--- src/rtl/demux_pkg.sv ---
// Shared constants for the 1-to-3 registered word router.
package demux_pkg;

    localparam int unsigned DEFAULT_WIDTH = 16;
    localparam int unsigned DEST_W        = 2;
    localparam int unsigned NUM_OUT       = 3;
    localparam int unsigned CNT_W         = 16;

    localparam logic [DEST_W-1:0] DEST_OUT0 = 2'd0;
    localparam logic [DEST_W-1:0] DEST_OUT1 = 2'd1;
    localparam logic [DEST_W-1:0] DEST_OUT2 = 2'd2;
    localparam logic [DEST_W-1:0] DEST_DROP = 2'd3;

    typedef enum logic {
        SLOT_EMPTY = 1'b0,
        SLOT_FULL  = 1'b1
    } slot_state_t;

endpackage

--- src/rtl/demux_slot.sv ---
// One-entry holding slot with load/take handshake and pass-through refill.
module demux_slot
    import demux_pkg::*;
#(
    parameter int unsigned WIDTH = DEFAULT_WIDTH
) (
    input  logic             clock,
    input  logic             reset_n,
    input  logic             load,
    input  logic [WIDTH-1:0] load_data,
    input  logic             take,
    output logic             full,
    output logic [WIDTH-1:0] data
);

    slot_state_t state;
    slot_state_t state_next;

    // Slot occupancy register.
    always_ff @(posedge clock or negedge reset_n) begin
        if (!reset_n) begin
            state <= SLOT_EMPTY;
        end else begin
            state <= state_next;
        end
    end

    // Next occupancy; a take with a simultaneous load keeps the slot full.
    always_comb begin
        state_next = state;
        case (state)
            SLOT_EMPTY: if (load)          state_next = SLOT_FULL;
            SLOT_FULL:  if (take && !load) state_next = SLOT_EMPTY;
            default:                       state_next = SLOT_EMPTY;
        endcase
    end

    // Data register only changes when a word is written in.
    always_ff @(posedge clock or negedge reset_n) begin
        if (!reset_n) begin
            data <= '0;
        end else if (load) begin
            data <= load_data;
        end
    end

    assign full = (state == SLOT_FULL);

endmodule

--- src/rtl/demux3_route16b.sv ---
// Registered 1-to-3 word router with per-destination holding slots.
// Optional feature: define DEMUX_DROP_COUNT_EN to add the saturating
// drop_count port counting words accepted with destination 3.
module demux3_route16b
    import demux_pkg::*;
#(
    parameter int unsigned WIDTH = DEFAULT_WIDTH
) (
    input  logic                 clock,
    input  logic                 reset_n,
    input  logic [WIDTH-1:0]     in_data,
    input  logic [DEST_W-1:0]    in_dest,
    input  logic                 in_valid,
    output logic                 in_ready,
    output logic [WIDTH-1:0]     out_data0,
    output logic [WIDTH-1:0]     out_data1,
    output logic [WIDTH-1:0]     out_data2,
    output logic [NUM_OUT-1:0]   out_valid,
    input  logic [NUM_OUT-1:0]   out_ready
`ifdef DEMUX_DROP_COUNT_EN
    ,
    output logic [CNT_W-1:0]     drop_count
`endif
);

    logic               accept;
    logic [NUM_OUT-1:0] load;

    // Ready when the target slot is free or draining this cycle; drops always accepted.
    always_comb begin
        in_ready = 1'b1;
        case (in_dest)
            DEST_OUT0: in_ready = !out_valid[0] || out_ready[0];
            DEST_OUT1: in_ready = !out_valid[1] || out_ready[1];
            DEST_OUT2: in_ready = !out_valid[2] || out_ready[2];
            default:   in_ready = 1'b1;
        endcase
    end

    assign accept = in_valid && in_ready;

    // Destination decode into per-slot load strobes.
    always_comb begin
        load    = '0;
        load[0] = accept && (in_dest == DEST_OUT0);
        load[1] = accept && (in_dest == DEST_OUT1);
        load[2] = accept && (in_dest == DEST_OUT2);
    end

    demux_slot #(.WIDTH(WIDTH)) u_slot0 (
        .clock     (clock),
        .reset_n   (reset_n),
        .load      (load[0]),
        .load_data (in_data),
        .take      (out_ready[0]),
        .full      (out_valid[0]),
        .data      (out_data0)
    );

    demux_slot #(.WIDTH(WIDTH)) u_slot1 (
        .clock     (clock),
        .reset_n   (reset_n),
        .load      (load[1]),
        .load_data (in_data),
        .take      (out_ready[1]),
        .full      (out_valid[1]),
        .data      (out_data1)
    );

    demux_slot #(.WIDTH(WIDTH)) u_slot2 (
        .clock     (clock),
        .reset_n   (reset_n),
        .load      (load[2]),
        .load_data (in_data),
        .take      (out_ready[2]),
        .full      (out_valid[2]),
        .data      (out_data2)
    );

`ifdef DEMUX_DROP_COUNT_EN
    // Saturating count of discarded words.
    always_ff @(posedge clock or negedge reset_n) begin
        if (!reset_n) begin
            drop_count <= '0;
        end else if (accept && (in_dest == DEST_DROP) && (drop_count != '1)) begin
            drop_count <= drop_count + CNT_W'(1);
        end
    end
`endif

endmodule

--- config.mk ---
export PLATFORM = sky130hd
export DESIGN_NAME = demux3_route16b
export DESIGN_NICKNAME = d
export VERILOG_FILES = /design/src/rtl/demux_pkg.sv /design/src/rtl/demux_slot.sv /design/src/rtl/demux3_route16b.sv
export SDC_FILE = /design/constraint.sdc
export NUM_CORES = 1
export LEC_CHECK = 0
export CAP_MARGIN = 40
export CORE_UTILIZATION = 47
export CTS_CLUSTER_SIZE = 28
export DETAILED_ROUTE_END_ITERATION = 12
export GPL_TIMING_DRIVEN = 0
export PLACE_DENSITY_LB_ADDON = 0.12
export SLEW_MARGIN = 20
export SYNTH_ARGS = -nofsm -noshare
export SYNTH_HDL_FRONTEND = slang
export SYNTH_SLANG_ARGS = --single-unit
--- constraint.sdc ---
create_clock -name clock -period 3.6 [get_ports clock]
set_input_delay 0.36 -clock clock [delete_from_list [all_inputs] [get_ports clock]]
set_output_delay 0.36 -clock clock [all_outputs]
set_load 0.02 [all_outputs]
---- After elaboration in Yosys (flattened, before gate mapping) ----
Cells that the tools add are included.
Widths: inputs -> output; s select.
word-level totals
  bits of input ports ..................... 24
  ROM bits ................................ 0
  word-level logic and storage cells ...... 38
  bits in writable memories ............... 0
  output and inout port bits .............. 52
  latch bits .............................. 0
  flip-flop bits (word level) ............. 51
  memories ................................ 0
cells by class
  equal/unequal tests ..................... 2
  shift operators ......................... 0
  reductions and logical operators ........ 17
  multiplexer cells ....................... 10
  multipliers ............................. 0
  bitwise logic cells ..................... 3
  magnitude comparators ................... 0
  div/mod/pow operators ................... 0
  $add $sub $neg .......................... 0
operator list
  cell                count
  $logic_and 1x1->1   7
  $logic_not 1->1     6
  $mux 1              6
  $pmux 1 s2          3
  $logic_or 1x1->1    3
  $not 1->1           3
  $pmux 1 s3          1
  $eq 2x1->1 const B  1
  $eq 2x2->1 const B  1
  $logic_not 2->1     1

---- Longest topological paths before layout ----
  depth after elaboration ................. 9
  gate-level depth with buffers ........... 5
  gate-level depth less buffers ........... 3

---- Hierarchy ----
From an unflattened synthesis, not the netlist that was laid out.
second synthesis, totals
  cells, all modules ...................... 123
  area total of the unflattened synthesis .. 2138.3 µm²
by module, submodules not included
  module           area each (µm²)  times used  cells an instance  seq. area each (µm²)
  demux_slot       683.2            3           37                 425.4
  demux3_route16b  88.8             1           12                 0.0

---- Worst setup path after synthesis ----
OpenSTA, ideal clock, no wires.
  path type ............................... input -> register
  start ................................... input in_dest[1]
  end ..................................... register u_slot1.data[10]
  setup time .............................. 0.125 ns
  path slack .............................. 2.119 ns
  data arrival time ....................... 1.356 ns
  cell stages on the path ................. 4
  buffers on the path ..................... 2
  required time ........................... 3.475 ns
  path through ............................ clkbuf_2 nor3b_4 buf_8 mux2_4
on the way
  cells in the longest elaborated chain, start to end .. 4
  elaborated cells between the ends (all ways) .. 6
  those cells by class .................... 2 x eq/ne; 1 x mux; 3 x reduce/logical
ends and longest elaborated chain
  element                             line                   source
  start, declared                     demux3_route16b.sv:12  input logic [DEST_W-1:0] in_dest,
  $eq 2x2->1 (tied with other cells)  demux3_route16b.sv:32  case (in_dest)
  $pmux 1 s3                          demux3_route16b.sv:32
  $logic_and 1x1->1                   demux3_route16b.sv:40  assign accept = in_valid && in_ready;
  $logic_and 1x1->1 *                 demux3_route16b.sv:46  load[1] = accept && (in_dest == DEST_OUT1);
  end signal, assigned                demux_slot.sv:43       data <= load_data;
  end, declared                       demux_slot.sv:13       output logic [WIDTH-1:0] data
Mark *: on every way between the ends. The rest lies on a longest branch, timed or not.
A chain may end at the register's enable or synchronous reset.

---- Worst setup path in the final report ----
  start ................................... input out_ready[0]
  end ..................................... output in_ready
on the way
  cells in the longest elaborated chain, start to end .. 2
ends and longest elaborated chain
  element           line                   source
  start, declared   demux3_route16b.sv:19  input logic [NUM_OUT-1:0] out_ready
  $logic_or 1x1->1  demux3_route16b.sv:33  DEST_OUT0: in_ready = !out_valid[0] || out_ready[0];
  $pmux 1 s3        demux3_route16b.sv:32
  end, declared     demux3_route16b.sv:14  output logic in_ready,
No other way between the ends.

==> key figures <==
Run status
  • Result of the run: finished clean

Logic synthesis
  • Post-synthesis share of cell area spent on xor and xnor gates: 0%
  • Ranking of synthesized cells by instance count: dfrtp_1, mux2_2, mux2_4
  • Arithmetic-cell share of the synthesized area counting full adders, half adders and majority gates: 0%
  • Fraction of the mapped netlist area in compound gates: less than 1%
  • Combined area of all synthesized cells: 2081 sq um
  • Dominant combinational cell family by area after synthesis: multiplexers
  • Fraction of post-synthesis cell area in the top cell type by area: approximately three fifths
  • Predominant post-synthesis flop cell: dfrtp_1
  • Area fraction in and, or, nand and nor cells after synthesis: approximately 4.3%
  • Cell type contributing the most total cell area after synthesis: dfrtp_1
  • Average instance area after synthesis: between 15 and 20 sq um
  • Number of synthesis warnings: 0
  • Count of state elements after synthesis: between 50 and 60
  • Cell variety after synth: 18
  • EDFF count, synth: 0
  • Cell with the most instances after synthesis: dfrtp_1
  • Synthesized Nets: between 100 and 150
  • Number of cells produced by synthesis: 122
  • Fraction of registers with async set or reset after synthesis: 100.0%
  • Multiplexer area fraction after synthesis: a little under a third
  • Sequential cell area fraction in the yosys report: about 60%
  • Most area-consuming cells after synthesis: dfrtp_1, mux2_2, mux2_4

STA
  • Relative slew slack: about three fifths
  • Final worst-path setup slack: roughly 1.4 ns
  • Count of pins over their slew limit: 0
  • Timing-limited maximum frequency: about 450 MHz
  • Unrepaired setup endpoints after global routing: no
  • Clk_skew: between 0.007 and 0.008 ns
  • Final worst path period share: roughly 60%
  • Slew at the pin with the worst max-slew slack: 0.5996 ns
  • Final hold violation count: 0
  • Final setup TNS: 0 ns
  • Final critical path time including I/O delays and setup: between 2 and 2.5 ns
  • Setup violations, final: 0

Cells and area
  • Total number of nets in the final design: around 230
  • Area growth syn-to-layout: 43.54%
  • Ratio of cells with drive above 1 in the final layout: ~33%
  • ANT cells: 0

Global routing
  • Pin count of the biggest net entering global routing: 27
  • Initial antenna violation count: 0
  • Global route total overflow: 0
  • Combined global-route utilization of all metal layers: 20.58%
  • Vias in the first global route: between 1000 and 1500
  • Global-route wire length before repair: 6.617 mm

Clock network
  • Clock transition at the registers of the reported paths: 0.08 ns
  • Number of post-CTS setup repair buffers: 0
  • Root buf cell: clkbuf_8
  • Post-cts gate resize count: 0
  • Maximum level of the CTS H-tree: 2
  • CTS tree: built
  • Cts bufs inserted: 5
  • Post-CTS Hold Fix Bufs: 0
  • Clock sink total: ~50
  • Clock latency reported for the late side of the worst-skew pair: 0.30 ns
  • Max Root-Sink Buffers: 2

Floorplanning
  • Starting density of the core: about half
  • Row count: 23
  • Y dimension of the die: about 69 um
  • IO Count: between 70 and 80
  • Core outline area: about 4000 sq um
  • DIE WIDTH: around 69 um
  • Die Footprint: 4697 sq um

Routing
  • Routed Antenna Nets: 0
  • Remaining DRCs: 0
  • Number of violations reported at the end of detailed-routing iteration 0: 76
  • Via total after detailed routing: approximately 1300
  • Average wire per standard cell: 16.85 um
  • Via density per instance: ~5.0
  • Initial DRT Pass Iterations: 4
  • Total length of routed wires: between 4 and 5 mm

Critical path
  • Launching point of the worst reg2reg path: u_slot1.full
  • Start point of the critical path: out_ready[0]
  • Critical path cell sequence: clkdlybuf4s50_1 -> nand2b_1 -> mux2i_1 -> o21ai_0 -> clkdlybuf4s50_1
  • Max stage delay on crit path: approximately 0.64 ns
  • Nature of the critical path endpoint: primary output
  • Levels on crit path: 5
  • Worst reg2reg setup slack: between 1.5 and 2 ns
  • Worst-path fanout max: 3
  • Capture instance of the worst register-to-register path: u_slot1.data[12]
  • Bufs and invs on worst path: 2
  • Required time reported for the critical path endpoint: 3.24 ns
  • Launching element type of the critical path: input port
  • Length in cells of the worst reg-to-reg path: 4
  • Kind of cell adding the most delay to the critical path: buffers and inverters
  • Crit path capture: in_ready
  • Arrival time reported for the critical path endpoint: ~1.9 ns
  • Most frequent cell on the critical path: clkdlybuf4s50_1
  • Highest-delay cell along the critical path: clkdlybuf4s50_1
  • Critical setup path kind: in2out

Place
  • Routability congestion estimate: 0.6582
  • Estimated wirelength of the detail-placed design: just over 3 mm
  • Quantity of I/O buffers inserted on ports: 74
  • Setup Slack @ Placement: between 1 and 1.5 ns

Power and ir drop
  • Peak supply drop: between 0.2 and 0.3 mV
  • P per Cell Area: about 560 nW/um^2
  • Static Leakage: about 1.3 nW

Flow run
  • Max capacitance violation total: 0

Hold path
  • Class of the worst hold path: in2async
-- through the flow --
stage	hold slack, ns	cells	area [sq um]	utilization (%)	power (W)
after detailed placement	0.4098	247	2899	70.45	0.001373
final	0.05681	254	2987	72.58	0.001684
after CTS	0.06971	254	2987	72.58	0.001706
after global routing	0.09185	254	2987	72.58	0.001772
after global placement	0.4752	246	2884	70.08	0.001353
after floorplan	0.06441	122	2081	-	0.001060
-- cells in the final DEF, fill, tap and decap left out, types with 2 or more instances in the layout --
cell and count:
buf_2 2, buf_4 3, clkbuf_8 6, o21ai_0 3
dfrtp_1 51, mux2_4 20, buf_8 2, nand2_1 3
mux2_2 27, clkdlybuf4s50_1 73, nand2b_1 3
-- flip-flops by register name, summed over array words and instances (netlist names) --
signal        flops
u_slot0.data     16
u_slot1.data     16
u_slot2.data     16
u_slot0.full      1
u_slot1.full      1
u_slot2.full      1
-- how the worst min path moves through the flow --
stage	startpoint	to	slack [ns]	depth (start not counted)
final	reset_n	u_slot0.data[13]	0.06	1
after global routing	reset_n	u_slot1.data[10]	0.09	1
after CTS	reset_n	u_slot0.data[13]	0.07	1
after detailed placement	reset_n	u_slot2.data[10]	0.41	1
after global placement	u_slot1.data[4]	u_slot1.data[4]	0.48	1
after floorplan	reset_n	u_slot0.data[0]	0.06	0
-- where the power goes --
part           total (W)  internal [W]  switching, W
sequential      0.000751      0.000689     0.0000621
combinational   0.000606      0.000342      0.000263
clock           0.000327      0.000151      0.000176
total            0.00168       0.00118      0.000501
-- layer usage --
| metal | global-route usage [%] | share of wire [%] | wire (um) |
|---|---|---|---|
| met4 | 9.375 | 1.7 | 74 |
| met2 | 31.50 | 48 | 2052 |
| met3 | 7.401 | 7.6 | 326 |
| met5 | 0 | 0 | 0 |
| met1 | 26.03 | 43 | 1827 |
-- area by class of cell --
type / count / area, sq um
sequential: 51 / 1276
fill: 275 / 1129
timing repair buffer: 75 / 755.7
multi-input combinational: 63 / 730.7
clock buffer: 6 / 82.58
buffer: 8 / 73.82
tap: 50 / 62.56
clock inverter: 1 / 5.005
-- logic make-up after synthesis --
logic type,count (synthesis)
buffers and inverters,8
AO/OA/AOI/OAI,3
AND/OR/NAND/NOR,11
multiplexers,49
flip-flops,51
(Power assumes the default switching activity.)
==> variant (same flow settings) <==
Change the package constant `DEST_W` from 2 to 3.
--- a/src/rtl/demux_pkg.sv
+++ b/src/rtl/demux_pkg.sv
@@ -4,3 +4,3 @@
     localparam int unsigned DEFAULT_WIDTH = 16;
-    localparam int unsigned DEST_W        = 2;
+    localparam int unsigned DEST_W        = 3;
     localparam int unsigned NUM_OUT       = 3;
Ports: changed (resized in_dest); port bits go from 76 to 77. The function was not compared with the original's and may differ.
==> variant against the unedited design <==
Maximum frequency fell by 12%. Cell area down 0.34%. First-iteration DRC count fell by 39%. Area after synthesis is 2.0% lower. Wire length decreased by 2.5%. Total power grew 1.5%. Sequential cell count unchanged. Synthesized cell count increased by 0.82%. Worst setup slack lost 0.31 ns. Non-clock buffer count grew 1. Critical path depth unchanged. Global-route usage decreased by 0.94 points. Largest cell class unchanged. Clock power increased by 5%. Via count up 3.2%.
==> variant: results (changes against the unedited design) <==
layout.nets: 232  # was 228
holdWs_ns: 0.0376  # was 0.0568 ns
ys_warn_count: 0  # unchanged
yosysUniqueCellTypes: 21  # was 18
viasPerCell: 5.07  # was 4.98
drt_iter0_markers: 46  # was 76
synthCells: 123  # was 122
finalWeightedCongestion: 0.650  # was 0.658
reg2reg_slack_ns: 1.61  # was 1.95 ns
port_buffers: 76  # was 74
wl_um: 4170  # was 4280 µm
timing.rr.start: "u_slot0.full"  # was u_slot1.full
yosys-top-cells-area: "dfrtp_1, mux2_2, mux2_4"  # unchanged
status: "finished, final reports clean"  # unchanged
fin_skew_ns: 0.00684  # was 0.00714 ns
cp.arrival_ns: 2.17  # was 1.86 ns
ys_seq_area_share_pct: 62.6  # was 61.3%
drive_above_1_share_pct: 32.7  # was 33.3%
grt_pass1_wl_um: 6330  # was 6620 µm
power_leakage_nw: 1.30  # about the same
r2r-end: "u_slot0.data[8]"  # was u_slot1.data[12]
groute.usage.overall_pct: 19.6  # was 20.6%
vias: 1307  # was 1,266
place_hpwl_um: 3000  # was 3110 µm
grt_pass1_vias: 1343  # was 1,304
synth_mux_area_share_pct: 28.3  # was 30.1%
cp_max_fo: 5  # was 3
grt_max_degree: 28  # was 27
fill_cells: 265  # was 275
placed_cells: 250  # was 247
synthesis.nets: 148  # was 146
[variant: cell types whose count changed in the layout (fill, tap and decap cells not counted), sizes merged, moves of 2 or more]
cell	change
o21ai	-2
or3b	+2
clkdlybuf4s50	+2
nand2	-3
[variant: worst max path at each step]
| stage | slack [ns] | cells past startpoint | to | startpoint |
|---|---|---|---|---|
| 3_5_place_dp | 1.08 | 5 | in_ready | in_dest[0] |
| 3_3_place_gp | 0.85 | 1 | u_slot2.data[10] | reset_n |
| 4_1_cts | 1.07 | 5 | in_ready | in_dest[0] |
| 6_report | 1.07 | 5 | in_ready | in_dest[0] |
| 2_1_floorplan | 1.95 | 4 | u_slot0.data[10] | u_slot0.full |
| 5_1_grt | 1.02 | 5 | in_ready | in_dest[0] |
[variant: layout make-up]
class                      instances  area share [%]
timing repair buffer              77            26.1
tap                               50            2.10
clock inverter                     2           0.546
multi-input combinational         65            23.5
buffer                             7            2.14
sequential                        51            42.9
clock buffer                       6            2.77
[variant: metrics by stage]
| stage | cell area, µm² | total power, mW |
|---|---|---|
| floorplan | 2040 | 1.06 |
| global placement | 2860 | 1.36 |
| detailed placement | 2880 | 1.38 |
| CTS | 2980 | 1.73 |
| global route | 2980 | 1.79 |
| finish | 2980 | 1.71 |
[variant: critical path, stage by stage]
cell	delay [ns]
clkdlybuf4s50_1	0.52
or3b_2	0.50
a21oi_1	0.17
o21bai_1	0.08
clkdlybuf4s50_1	0.54
[variant: layer usage]
metal  vias to the layer above  routed length, µm  track usage [%]
li1                        599                  -                -
met5                         -                  0                0
met4                         0                 82             10.2
met1                       648               1760             23.9
met2                        52               2040             32.1
met3                         8                288             5.17
[variant: power by group]
group / switching (mW) / internal, mW / leakage, nW
registers: 0.0629 / 0.695 / 0.617
logic: 0.270 / 0.339 / 0.639
clock network: 0.185 / 0.157 / 0.0474
